[config.mk]
export PLATFORM = sky130hd
export DESIGN_NAME = int_ctrl
export DESIGN_NICKNAME = d
export VERILOG_FILES = /design/src/rtl/int_ctrl.sv
export SDC_FILE = /design/constraint.sdc
export NUM_CORES = 1
export LEC_CHECK = 0
export BUFFER_PORTS_ARGS = -buffer_cell sky130_fd_sc_hd__buf_4
export CAP_MARGIN = 5
export CORE_MARGIN = 5
export CORE_UTILIZATION = 43
export CTS_BUF_LIST = sky130_fd_sc_hd__clkbuf_4 sky130_fd_sc_hd__clkbuf_8
export DETAILED_ROUTE_END_ITERATION = 8
export GPL_TIMING_DRIVEN = 1
export PLACE_DENSITY = 0.79
export SKIP_LAST_GASP = 1
export SYNTH_ARGS = -nofsm -noshare
export SYNTH_HDL_FRONTEND = slang
export SYNTH_SLANG_ARGS = --single-unit
[constraint.sdc]
create_clock -name cpu_clk -period 1.4 [get_ports cpu_clk]
set_clock_uncertainty 0.15 [all_clocks]
set_input_delay 0.07 -clock cpu_clk [delete_from_list [all_inputs] [get_ports cpu_clk]]
set_output_delay 0.07 -clock cpu_clk [all_outputs]
set_load 0.02 [all_outputs]
[src/rtl/int_ctrl.sv]
// Interrupt controller: captures int_src into pending, masks them, raises one fixed-priority irq (lowest index wins).
// Latency: pending 1 cycle after the input edge, irq 1 cycle after eligible appears; bus reads are combinational.
// Backpressure: none; the CPU paces service via VEC read (acknowledge) and the EOI write. Option macro: INT_CTRL_LEVEL_EN.
module int_ctrl #(
    parameter int N_SRC = 4
) (
    input  logic             cpu_clk,
    input  logic             rst,
    input  logic             cs,
    input  logic             we,
    input  logic [15:0]      adrs,
    input  logic [15:0]      from_cpu,
    output logic [15:0]      to_cpu,
    input  logic [N_SRC-1:0] int_src,
    output logic             irq
);

    localparam logic [1:0] ST_IDLE    = 2'd0;
    localparam logic [1:0] ST_ACTIVE  = 2'd1;
    localparam logic [1:0] ST_SERVICE = 2'd2;

    logic [N_SRC-1:0] pending;
    logic [N_SRC-1:0] mask;
    logic [N_SRC-1:0] eligible;
    logic [N_SRC-1:0] lowbit;
    logic             gie;
    logic [1:0]       state;
    logic [1:0]       state_nxt;
    logic [3:0]       isr_idx;
    logic [3:0]       idx;
    logic             valid;
    logic             rd_en;
    logic             wr_en;
    logic             ack;
    logic             eoi;

    assign rd_en = cs & ~we;
    assign wr_en = cs & we;

    // Fixed-priority arbitration: isolate the lowest eligible bit and encode it.
    always_comb begin
        eligible = pending & mask & {N_SRC{gie}};
        lowbit   = eligible & (~eligible + N_SRC'(1));
        valid    = |eligible;
        idx      = 4'd0;
        for (int i = 0; i < N_SRC; i++) begin
            if (lowbit[i]) idx = 4'(i);
        end
    end

    // A VEC read only acknowledges while an interrupt is actually being presented.
    assign ack = rd_en && (adrs[1:0] == 2'd2) && (state == ST_ACTIVE) && valid;
    assign eoi = wr_en && (adrs[1:0] == 2'd3) && from_cpu[1];

    // Next-state logic; losing eligibility in ACTIVE takes precedence over an acknowledge.
    always_comb begin
        state_nxt = ST_IDLE;
        case (state)
            ST_IDLE:    state_nxt = valid ? ST_ACTIVE : ST_IDLE;
            ST_ACTIVE: begin
                if (!valid)   state_nxt = ST_IDLE;
                else if (ack) state_nxt = ST_SERVICE;
                else          state_nxt = ST_ACTIVE;
            end
            ST_SERVICE: state_nxt = eoi ? ST_IDLE : ST_SERVICE;
            default:    state_nxt = ST_IDLE;
        endcase
    end

    // State, registered irq (mirrors ACTIVE) and the index latched at acknowledge.
    always_ff @(posedge cpu_clk) begin
        if (rst) begin
            state   <= ST_IDLE;
            irq     <= 1'b0;
            isr_idx <= 4'd0;
        end else begin
            state <= state_nxt;
            irq   <= (state_nxt == ST_ACTIVE);
            if (ack) isr_idx <= idx;
        end
    end

    // Mask and global-enable registers; EOI bit of the CTRL write is a strobe, not stored.
    always_ff @(posedge cpu_clk) begin
        if (rst) begin
            mask <= '0;
            gie  <= 1'b0;
        end else if (wr_en) begin
            if (adrs[1:0] == 2'd1) mask <= from_cpu[N_SRC-1:0];
            if (adrs[1:0] == 2'd3) gie  <= from_cpu[0];
        end
    end

`ifdef INT_CTRL_LEVEL_EN
    // Level mode: pending simply follows the request lines; the peripheral owns clearing.
    always_ff @(posedge cpu_clk) begin
        if (rst) pending <= '0;
        else     pending <= int_src;
    end
`else
    logic [N_SRC-1:0] src_d;
    logic [N_SRC-1:0] w1c;
    logic [N_SRC-1:0] ack_clr;

    // Clear sources: W1C writes to PEND and the acknowledged source.
    always_comb begin
        w1c     = (wr_en && (adrs[1:0] == 2'd0)) ? from_cpu[N_SRC-1:0] : '0;
        ack_clr = ack ? lowbit : '0;
    end

    // Rising-edge capture; a new edge overrides a same-cycle clear so no request is lost.
    always_ff @(posedge cpu_clk) begin
        if (rst) begin
            src_d   <= '0;
            pending <= '0;
        end else begin
            src_d   <= int_src;
            pending <= (pending & ~w1c & ~ack_clr) | (int_src & ~src_d);
        end
    end
`endif

    // Combinational read mux; bus idles at zero when not reading.
    always_comb begin
        to_cpu = 16'h0000;
        if (rd_en) begin
            case (adrs[1:0])
                2'd0:    to_cpu = 16'(pending);
                2'd1:    to_cpu = 16'(mask);
                2'd2:    to_cpu = {valid, 11'h000, idx};
                default: to_cpu = {13'h0000, (state == ST_SERVICE), irq, gie};
            endcase
        end
    end

    // Address/data bits outside the decoded fields and the held service index are not read back.
    logic unused_bits;
    assign unused_bits = ^{adrs[15:2], from_cpu[15:2], isr_idx};

endmodule

After elaboration in Yosys (flattened, before gate mapping)
Index checks and enable logic that the tools add are counted.
- mux-type cells: 12
- bitwise operators: 14
- add/sub/neg operators: 1
- equal/unequal tests: 6
- reductions and logical operators: 11
- operator list (cell ; number):
    $pmux W16 S3 ; 1
    $and A4 B4 Y4 ; 6
    $mux W16 ; 1
    $mux W4 ; 4
    $not A4 Y4 ; 4
    $eq A2 B1 Y1 const B ; 3
    $eq A2 B2 Y1 const B ; 3
    $logic_and A1 B1 Y1 ; 6
    $mux W2 ; 3
    $pmux W2 S3 ; 1
    $add A4 B1 Y4 const B ; 1
    $logic_not A2 Y1 ; 2
    $or A4 B4 Y4 ; 1
    $reduce_and A2 Y1 ; 2
    $reduce_or A4 Y1 ; 1
    $and A1 B1 Y1 ; 2
    $mux W1 ; 2
    $not A1 Y1 ; 1
- word-level logic and storage cells: 50
- output and inout port bits: 17
- input bits: 40
- register bits: 16

Longest topological paths before layout
Gate-level depths: netlist of run 1.
- depth after elaboration: 10
- mapped depth: 5
- mapped depth without buffers: 4

Worst setup path before layout of run 1
No wires, ideal clock.
- path kind: reg2out
- start: register mask[0]
- end: output to_cpu[0]
- path buffers: 0
- setup slack: -0.160 ns
- stages on the path, launching flop included: 5
- arrival time: 1.340 ns
- required time: 1.180 ns
- cells stage by stage: dfxtp_1 -> a22oi_1 -> nand4_1 -> nor4b_1 -> nor3_1
- word-level cells in the longest chain between the ends: 10
- RTL lines (what ; RTL line ; RTL):
    start: declaration ; 23 ; logic [N_SRC-1:0] mask;
    start signal: assignment ; 89 ; if (adrs[1:0] == 2'd1) mask <= from_cpu[N_SRC-1:0];
    $and A4 B4 Y4 (2 in a row) ; 42 ; eligible = pending & mask & {N_SRC{gie}};
    $not A4 Y4 ; 43 ; lowbit = eligible & (~eligible + N_SRC'(1));
    $add A4 B1 Y4 ; 43 ;
    $and A4 B4 Y4 ; 43 ;
    $mux W1 ; 47 ; if (lowbit[i]) idx = 4'(i);
    $mux W4 (2 in a row) ; 47 ;
    $pmux W16 S3 (*) ; 127 ; case (adrs[1:0])
    $mux W16 (*) ; 126 ; if (rd_en) begin
    end: declaration ; 13 ; output logic [15:0] to_cpu,
Mark *: on every way between the ends. The rest lies on a longest branch, timed or not.

Worst setup path after layout of run 1
- start: register pending[0]
- end: output to_cpu[0]
- word-level cells in the longest chain between the ends: 10
- RTL lines (what ; RTL line ; RTL):
    start: declaration ; 22 ; logic [N_SRC-1:0] pending;
    start signal: assignment ; 118 ; pending <= (pending & ~w1c & ~ack_clr) | (int_src & ~src_d);
    $and A4 B4 Y4 (2 in a row) ; 42 ;
    $not A4 Y4 ; 43 ;
    $add A4 B1 Y4 ; 43 ;
    $and A4 B4 Y4 ; 43 ;
    $mux W1 ; 47 ;
    $mux W4 (2 in a row) ; 47 ;
    $pmux W16 S3 (*) ; 127 ;
    $mux W16 (*) ; 126 ;
Marks and branches as above.

==> flow_summary.ini, run 1 <==
[status]
outcome = complete, but fails checks
violations = negative setup slack

[power]
switching_share = 0.269
p_clk_frac = 0.309
switching_power_mw = 0.271
power_density_nw_per_um2 = 775
peakVddDrop_mv = 0.754
internal_power_mw = 0.737
power_frac_seq = 0.486
total_power_mw = 1.01
combPwrFrac = 0.205
power_leakage_nw = 0.594

[clocking]
cts_buffers = 3
path_clk_slew_ns = 0.10
cts_tree = done
cts.sinks = 16
insertion_delay_ns = 0.30
ctsRootBufferMaster = clkbuf_4
cts.path.max_buffers = 2
htreeDepth = 1

[grt]
grt_max_degree = 13
antenna_found_initial = 0
grt_util_all_layers = 0.152
gr-total-overflow = 0
grt_pass1_wl_um = 3800
grt_pass1_vias = 896

[setup_path]
critPathMaxFanout = 3
worstSetupStartpointType = flop
cp_num_buf_inv = 1
cp_cell_sequence = a22oi_2, nand4_1, nor4b_1, nor3_2, buf_4
critical_path_class = reg2out
end_kind = output port
cp_slowest_cell = dfxtp_2
required_ns = 1.18
cpPeakStageDelay_ns = 0.33
crit_family = simple AND/OR/NAND/NOR gates
r2r_setup_slack_ns = -0.03
arrival_ns = 1.49

[sta]
rsz0062_at_grt = true
period_minus_slack_ns = 1.71
fin_ws_ns = -0.306
fmax_mhz = 586
setup_viol = 5
hold_violations = 0
finalCritPeriodShare = 1.22
slew_viol_final = 0

[floorplanning]
row_count = 16
core_area_um2 = 1960
die_h_um = 55.5
die_x_um = 55.5
initial_utilization = 0.453
dieArea_um2 = 3080
ios = 57

[cells_and_area]
synthToLayoutAreaGrowth_pct = 46.1
final_cell_mix = 31 x buf_4, 12 x nand2_1, 11 x nor2_1, 11 x conb_1, 10 x dfxtp_1
fill_cells = 185
final_common_cell = buf_4
fin_area_um2 = 1300
layout-drive-gt1-share = 0.372
nets = 189
antenna_cells = 0

[placement]
dp_hpwl_um = 1560
portBuffers = 19
place_congestion = 0.849
dpl_cell_area_um2 = 1090

[drt]
drt_iter0_drc = 13
postRouteAntennaNets = 0
route.detailed.drc = 0
vias = 891
drt_wl_total_um = 2380
first_pass_iters = 4
viasPerCell = 5.09
routedWlPerCell_um = 13.6

[yosys]
ys_seq_area_frac = 0.360
synthesis.area_um2 = 890
ys_ff_latch = 16
synthDistinctLibCells = 28
syn_inst = 105
avgSynthCellArea_um2 = 8.47
yosys_warnings = 0

[job]
drv_cap = 0

[worst_hold_path]
hold_class = in2reg
==> cell usage after synthesis <==
cell       number  area [µm²]
and4bb_2        1        12.5
a21oi_1         4        20.0
a221oi_1        2        17.5
mux2i_1         8        80.1
nor4_1          2        12.5
a221o_1         2        20.0
nand2_1        13        48.8
a22oi_1         1        7.51
nand4_1         4        25.0
nand4bb_4       1        27.5
nor4b_1         1        8.76
dfxtp_1        16         320
nor3_1          2        10.0
nand3_1         2        10.0
buf_2           1        5.00
nand4b_1        1        8.76
o2bb2ai_1       1        8.76
nor3_4          1        16.3
conb_1          1        3.75
o21ai_0         3        15.0
nor2b_1         4        25.0
buf_4          12        90.1
nand2b_1        1        6.26
clkbuf_1        1        3.75
nor2_1         11        41.3
inv_1           7        26.3
a41o_1          1        10.0
a41oi_1         1        8.76
==> power groups by stage <==
stage / logic [mW] / clock network (mW) / registers (mW)
2_1_floorplan: 0.119 / 0 / 0.498
3_3_place_gp: 0.163 / 0 / 0.495
3_5_place_dp: 0.167 / 0 / 0.496
4_1_cts: 0.196 / 0.315 / 0.488
5_1_grt: 0.222 / 0.341 / 0.492
6_report: 0.207 / 0.311 / 0.490
==> per-stage QoR <==
stage,hold slack (ns),std cells,utilization,setup slack [ns],setup TNS [ns]
3_5_place_dp,0.121,157,0.556,-0.0311,-0.0355
5_1_grt,0.0625,175,0.663,-0.385,-1.36
4_1_cts,0.0250,175,0.652,-0.286,-0.880
2_1_floorplan,-0.000881,115,-,0.00859,0
6_report,0.0201,175,0.663,-0.306,-0.964
3_3_place_gp,0.115,157,0.556,-0.0172,-0.0172
==> final timing paths <==
path | end | from | cells after the start
worst min register to register | pending[0] | src_d[0] | 1
worst max-delay path | to_cpu[0] | pending[0] | 5
worst max register to register | pending[2] | pending[0] | 6
worst min-delay path | gie | we | 4
==> cells by family (layout without fill, tap and decap cells) <==
group,count (synthesis),count (layout),synth area share
buf+inv,21,54,0.141
flops,16,16,0.360
compound gates,15,15,0.121
simple gates,44,44,0.284
mux,8,8,0.0900
other cells,1,11,0.00422
==> final cells by class <==
type | instances | area (µm²) | share of cell area
Clock buffer | 4 | 36.3 | 0.0279
Inverter | 7 | 30.0 | 0.0231
Multi-Input combinational cell | 78 | 515 | 0.397
Sequential cell | 16 | 328 | 0.252
Tap cell | 27 | 33.8 | 0.0260
Timing Repair Buffer | 43 | 357 | 0.274
==> layer usage <==
metal | part of all wire | GRT usage | routed length, µm
met1 | 0.39 | 0.155 | 926
met2 | 0.52 | 0.277 | 1250
met3 | 0.072 | 0.0583 | 172
met4 | 0.015 | 0.0556 | 35
met5 | 0 | 0 | 0
==> sequential cells by signal (all words and copies together) (netlist names) <==
name,cells
mask,4
pending,4
src_d,4
state,2
gie,1
irq,1
==> repair_timing <==
item | in CTS | in global routing
hold buffers | 9 | 0
resized for setup | 8 | 7
buffers inserted | 5 | 2
gates cloned | 0 | 0
setup endpoints to repair | 4 | 9
hold endpoints to repair | 16 | 0
pin swaps | 5 | 6
==> worst reg2reg max path: stages, from the launching register on <==
cell	delay, ns
dfxtp_2	0.33
a22oi_2	0.24
buf_4	0.17
buf_6	0.09
buf_4	0.09
nand4_1	0.08
a41o_1	0.19
Power figures use the tool's default switching activity.
==> run 2: changes to the inputs <==
CORE_UTILIZATION = 40   (was 43)
PLACE_DENSITY = 0.74   (was 0.79)
==> run 2 against run 1 <==
Against the previous run:
- the run still ends with negative setup slack left
- sequential share of layout area shrank 0.12 points
- combinational power shrank 4%
- critical path depth is the same
- largest cell class unchanged
==> flow_summary.ini, run 2 (synthesis gave the netlist of run 1 again) <==
[status]
outcome = complete, but fails checks
violations = negative setup slack

[clocking]
cts_tree = done
ctsRootBufferMaster = clkbuf_4
htreeDepth = 1
cts_buffers = 3
path_clk_slew_ns = 0.09
cts.sinks = 16
insertion_delay_ns = 0.29
cts.path.max_buffers = 2

[setup_path]
worstSetupStartpointType = flop
arrival_ns = 1.51
cp_cell_sequence = a22oi_2, nand4_1, nor4b_2, nor3_2, buf_4
cp_slowest_cell = dfxtp_2
cpPeakStageDelay_ns = 0.34
required_ns = 1.18
end_kind = output port
critical_path_class = reg2out
critPathMaxFanout = 3

[placement]
dp_hpwl_um = 1550
portBuffers = 19
dp.cells = 158
place_congestion = 0.861

[cells_and_area]
synthToLayoutAreaGrowth_pct = 45.7
final_common_cell = buf_4
multi_input_area_um2 = 528
nets = 187
instances_no_fill = 174
reg_top3 = mask: 4 flops, pending: 4 flops, src_d: 4 flops
fill_cells = 188
layout-drive-gt1-share = 0.356
seq_area_um2 = 325
utilization = 0.597
final_cell_mix = 29 x buf_4, 12 x nand2_1, 12 x dfxtp_1
antenna_cells = 0

[sta]
hold_violations = 0
fin_ws_ns = -0.327
slew_viol_final = 0
setup_viol = 4
period_minus_slack_ns = 1.73
finalCritPeriodShare = 1.23
fmax_mhz = 579
rsz0062_at_grt = true

[floorplanning]
die_x_um = 57.2
core_area_um2 = 2170
die_h_um = 57.2
ios = 57
row_count = 17
dieArea_um2 = 3270
initial_utilization = 0.410

[drt]
routedWlPerCell_um = 13.1
postRouteAntennaNets = 0
drt_wl_total_um = 2280
drt_iter0_drc = 23
route.detailed.drc = 0
first_pass_iters = 5
vias = 872
viasPerCell = 5.01

[grt]
antenna_found_initial = 0
gr-total-overflow = 0
grt_pass1_wl_um = 3420
grt_pass1_vias = 785
grt_max_degree = 13
grt_util_all_layers = 0.131

[power]
peakVddDrop_mv = 0.605
power_leakage_nw = 0.590
power_density_nw_per_um2 = 766

[worst_hold_path]
hold_class = in2reg

[job]
drv_cap = 0
-- run 2: changes by cell type in the layout (fill, tap and decap cells not counted), sizes merged --
cell / change
buf: -2
-- run 2: final timing paths --
kind	from	slack (ns)	to	cells after the start
worst max-delay path	mask[0]	-0.33	to_cpu[0]	5
worst min register to register	src_d[0]	0.28	pending[0]	1
worst min-delay path	we	0.08	gie	4
worst max register to register	mask[0]	0.05	irq	6
-- run 2: critical path: cells and delay by family, from the launching register on --
| family | cells | cell delay (ns) |
|---|---|---|
| AND/OR/NAND/NOR | 3 | 0.47 |
| flip-flops | 1 | 0.34 |
| AO/OA/AOI/OAI | 1 | 0.24 |
| buffers and inverters | 1 | 0.17 |
-- run 2: repair_timing --
| item | 4_1_cts | 5_1_grt |
|---|---|---|
| pin swaps | 5 | 8 |
| setup endpoints to repair | 5 | 10 |
| gates resized for setup | 6 | 9 |
| hold buffers | 9 | 0 |
| cloned | 0 | 0 |
| endpoints found under the hold margin | 16 | 0 |
| setup buffers | 4 | 2 |
-- run 2: cell type report --
class	instances	share of cell area
Inverter	7	0.0232
Timing Repair Buffer	41	0.264
Tap cell	28	0.0270
Sequential cell	16	0.251
Multi-Input combinational cell	78	0.407
Clock buffer	4	0.0280
-- run 2: per-layer routing --
layer	share of wire	vias to the layer above	routed length, µm	global-route usage
li1	-	430	-	-
met1	0.41	405	940	0.157
met2	0.50	35	1150	0.233
met3	0.074	2	168	0.0249
met4	0.0092	0	21	0.0397
met5	0	-	0	0
-- run 2: stage by stage --
step / total power, mW / area (µm²) / worst slack (ns) / TNS, ns / hold slack, ns
6_report: 0.993 / 1300 / -0.327 / -0.998 / 0.0845
3_3_place_gp: 0.659 / 1090 / -0.0640 / -0.0928 / 0.117
4_1_cts: 0.991 / 1280 / -0.318 / -0.972 / 0.0803
5_1_grt: 1.03 / 1300 / -0.380 / -1.29 / 0.132
3_5_place_dp: 0.663 / 1090 / -0.0957 / -0.146 / 0.128
2_1_floorplan: 0.617 / 938 / 0.00859 / 0 / -0.000881
-- run 2: where the power goes --
group          switching [mW]  total (mW)  internal (mW)
Clock                   0.148       0.307          0.159
Sequential             0.0120       0.489          0.477
Combinational           0.103       0.198         0.0954
Total                   0.263       0.993          0.730
==> run 3: changes to the inputs <==
PLACE_DENSITY = 0.8   (was 0.74)
==> run 3 against run 2 <==
Against the previous run:
- the flow still finishes with violations (negative setup slack)
- via count rose by 5.8%
- routed wire length rose by 9.6%
- non-clock buffer count rose by 2
- register-to-register slack got worse by 0.03 ns
- global-route usage rose by 1.8 points
- power fell by 4.9%
- hold slack got worse by 0.035 ns
- critical path type unchanged
- largest cell class unchanged
- highest routed layer unchanged
==> flow_summary.ini, run 3 (synthesis gave the netlist of run 1 again) <==
[job]
drv_cap = 0

[clocking]
ctsRootBufferMaster = clkbuf_4
cts.path.max_buffers = 2
path_clk_slew_ns = 0.09
htreeDepth = 1
cts_buffers = 3
insertion_delay_ns = 0.28
cts_tree = done
cts.sinks = 16

[sta]
hold_violations = 0
slew_viol_final = 0
fin_ws_ns = -0.360
period_minus_slack_ns = 1.76
setup_viol = 4
finalCritPeriodShare = 1.26
fmax_mhz = 568
rsz0062_at_grt = true

[drt]
routedWlPerCell_um = 14.3
viasPerCell = 5.27
vias = 923
route.detailed.drc = 0
postRouteAntennaNets = 0
drt_iter0_drc = 26
drt_wl_total_um = 2500
first_pass_iters = 4

[cells_and_area]
antenna_cells = 0
fin_area_um2 = 1320
layout-drive-gt1-share = 0.361
reg_top3 = mask: 4 flops, pending: 4 flops, src_d: 4 flops
nets = 189
instances_no_fill = 175
final_cell_mix = 31 x buf_4, 12 x nand2_1, 12 x dfxtp_1
synthToLayoutAreaGrowth_pct = 48.0
final_common_cell = buf_4

[grt]
met1_usage = 0.174
grt_pass1_vias = 828
grt_use_met2 = 0.263
grt.busiest_layer = met2
grt_pass1_wl_um = 3830
grt_max_degree = 13
grt_util_all_layers = 0.149
gr-total-overflow = 0
antenna_found_initial = 0
gr-usage-met3 = 0.0385

[placement]
dp_hpwl_um = 1650
dp.cells = 155
portBuffers = 19
place_congestion = 0.811
dpl_cell_area_um2 = 1070

[status]
violations = negative setup slack
outcome = complete, but fails checks

[floorplanning]
die_x_um = 57.2
core_area_um2 = 2170
die_h_um = 57.2
initial_utilization = 0.410
ios = 57
dieArea_um2 = 3270
row_count = 17

[power]
peakVddDrop_mv = 0.502
power_density_nw_per_um2 = 718
total_power_mw = 0.945
power_leakage_nw = 0.607

[setup_path]
end_kind = output port
arrival_ns = 1.54
worstSetupStartpointType = flop
required_ns = 1.18
critical_path_class = reg2out
critPathMaxFanout = 3

[worst_hold_path]
hold_class = in2reg
-- run 3: cell count changes in the layout (fill, tap and decap cells not counted), sizes merged --
cell,previous run,this run
buf,32,33
clkbuf,4,3
dlygate4sd3,9,10
-- run 3: path summary, 6_finish.rpt --
path / from / endpoint / slack, ns / cells past startpoint
hold / removal: we / gie / 0.05 / 4
hold reg to reg: src_d[0] / pending[0] / 0.27 / 1
setup reg to reg: pending[0] / state[1] / 0.02 / 6
setup / recovery: pending[0] / to_cpu[0] / -0.36 / 5
-- run 3: routing by layer --
layer  up-vias  wire length [µm]  share of wire
met3         8               202          0.081
met2        49              1300           0.52
met4         0                44          0.018
met5         -                 0              0
li1        430                 -              -
met1       436               958           0.38
-- run 3: power breakdown --
group / total (mW) / switching (mW) / internal [mW]
Combinational: 0.205 / 0.106 / 0.0995
Clock: 0.248 / 0.148 / 0.0998
Sequential: 0.491 / 0.0145 / 0.477
-- run 3: cell type report --
cell class                 count  area [µm²]
clock buffer                   3        22.5
sequential                    16         328
inverter                       7        30.0
multi-input combinational     78         546
fill                         203         853
tap                           28        35.0
timing repair buffer          43         355
-- run 3: critical path, stage by stage (launching register included) --
cell and delay, ns:
dfxtp_4 0.36, a22oi_2 0.23, nand4_1 0.14, nor4b_2 0.20, nor3_2 0.15, buf_4 0.17
-- run 3: repair_timing --
item	4_1_cts	5_1_grt
setup endpoints to repair	6	9
endpoints found under the hold margin	16	0
buffers inserted	4	4
pin swaps	5	3
resized for setup	8	10
hold buffers	10	0
-- run 3: per-stage QoR --
stage | hold slack (ns) | utilization | setup slack [ns] | TNS, ns
after floorplan | -0.000881 | - | 0.00859 | 0
after CTS | 0.0523 | 0.571 | -0.314 | -0.838
after detailed placement | 0.119 | 0.493 | -0.0920 | -0.193
final | 0.0493 | 0.607 | -0.360 | -0.939
after global routing | 0.123 | 0.607 | -0.388 | -1.18
after global placement | 0.116 | 0.493 | -0.0582 | -0.0934
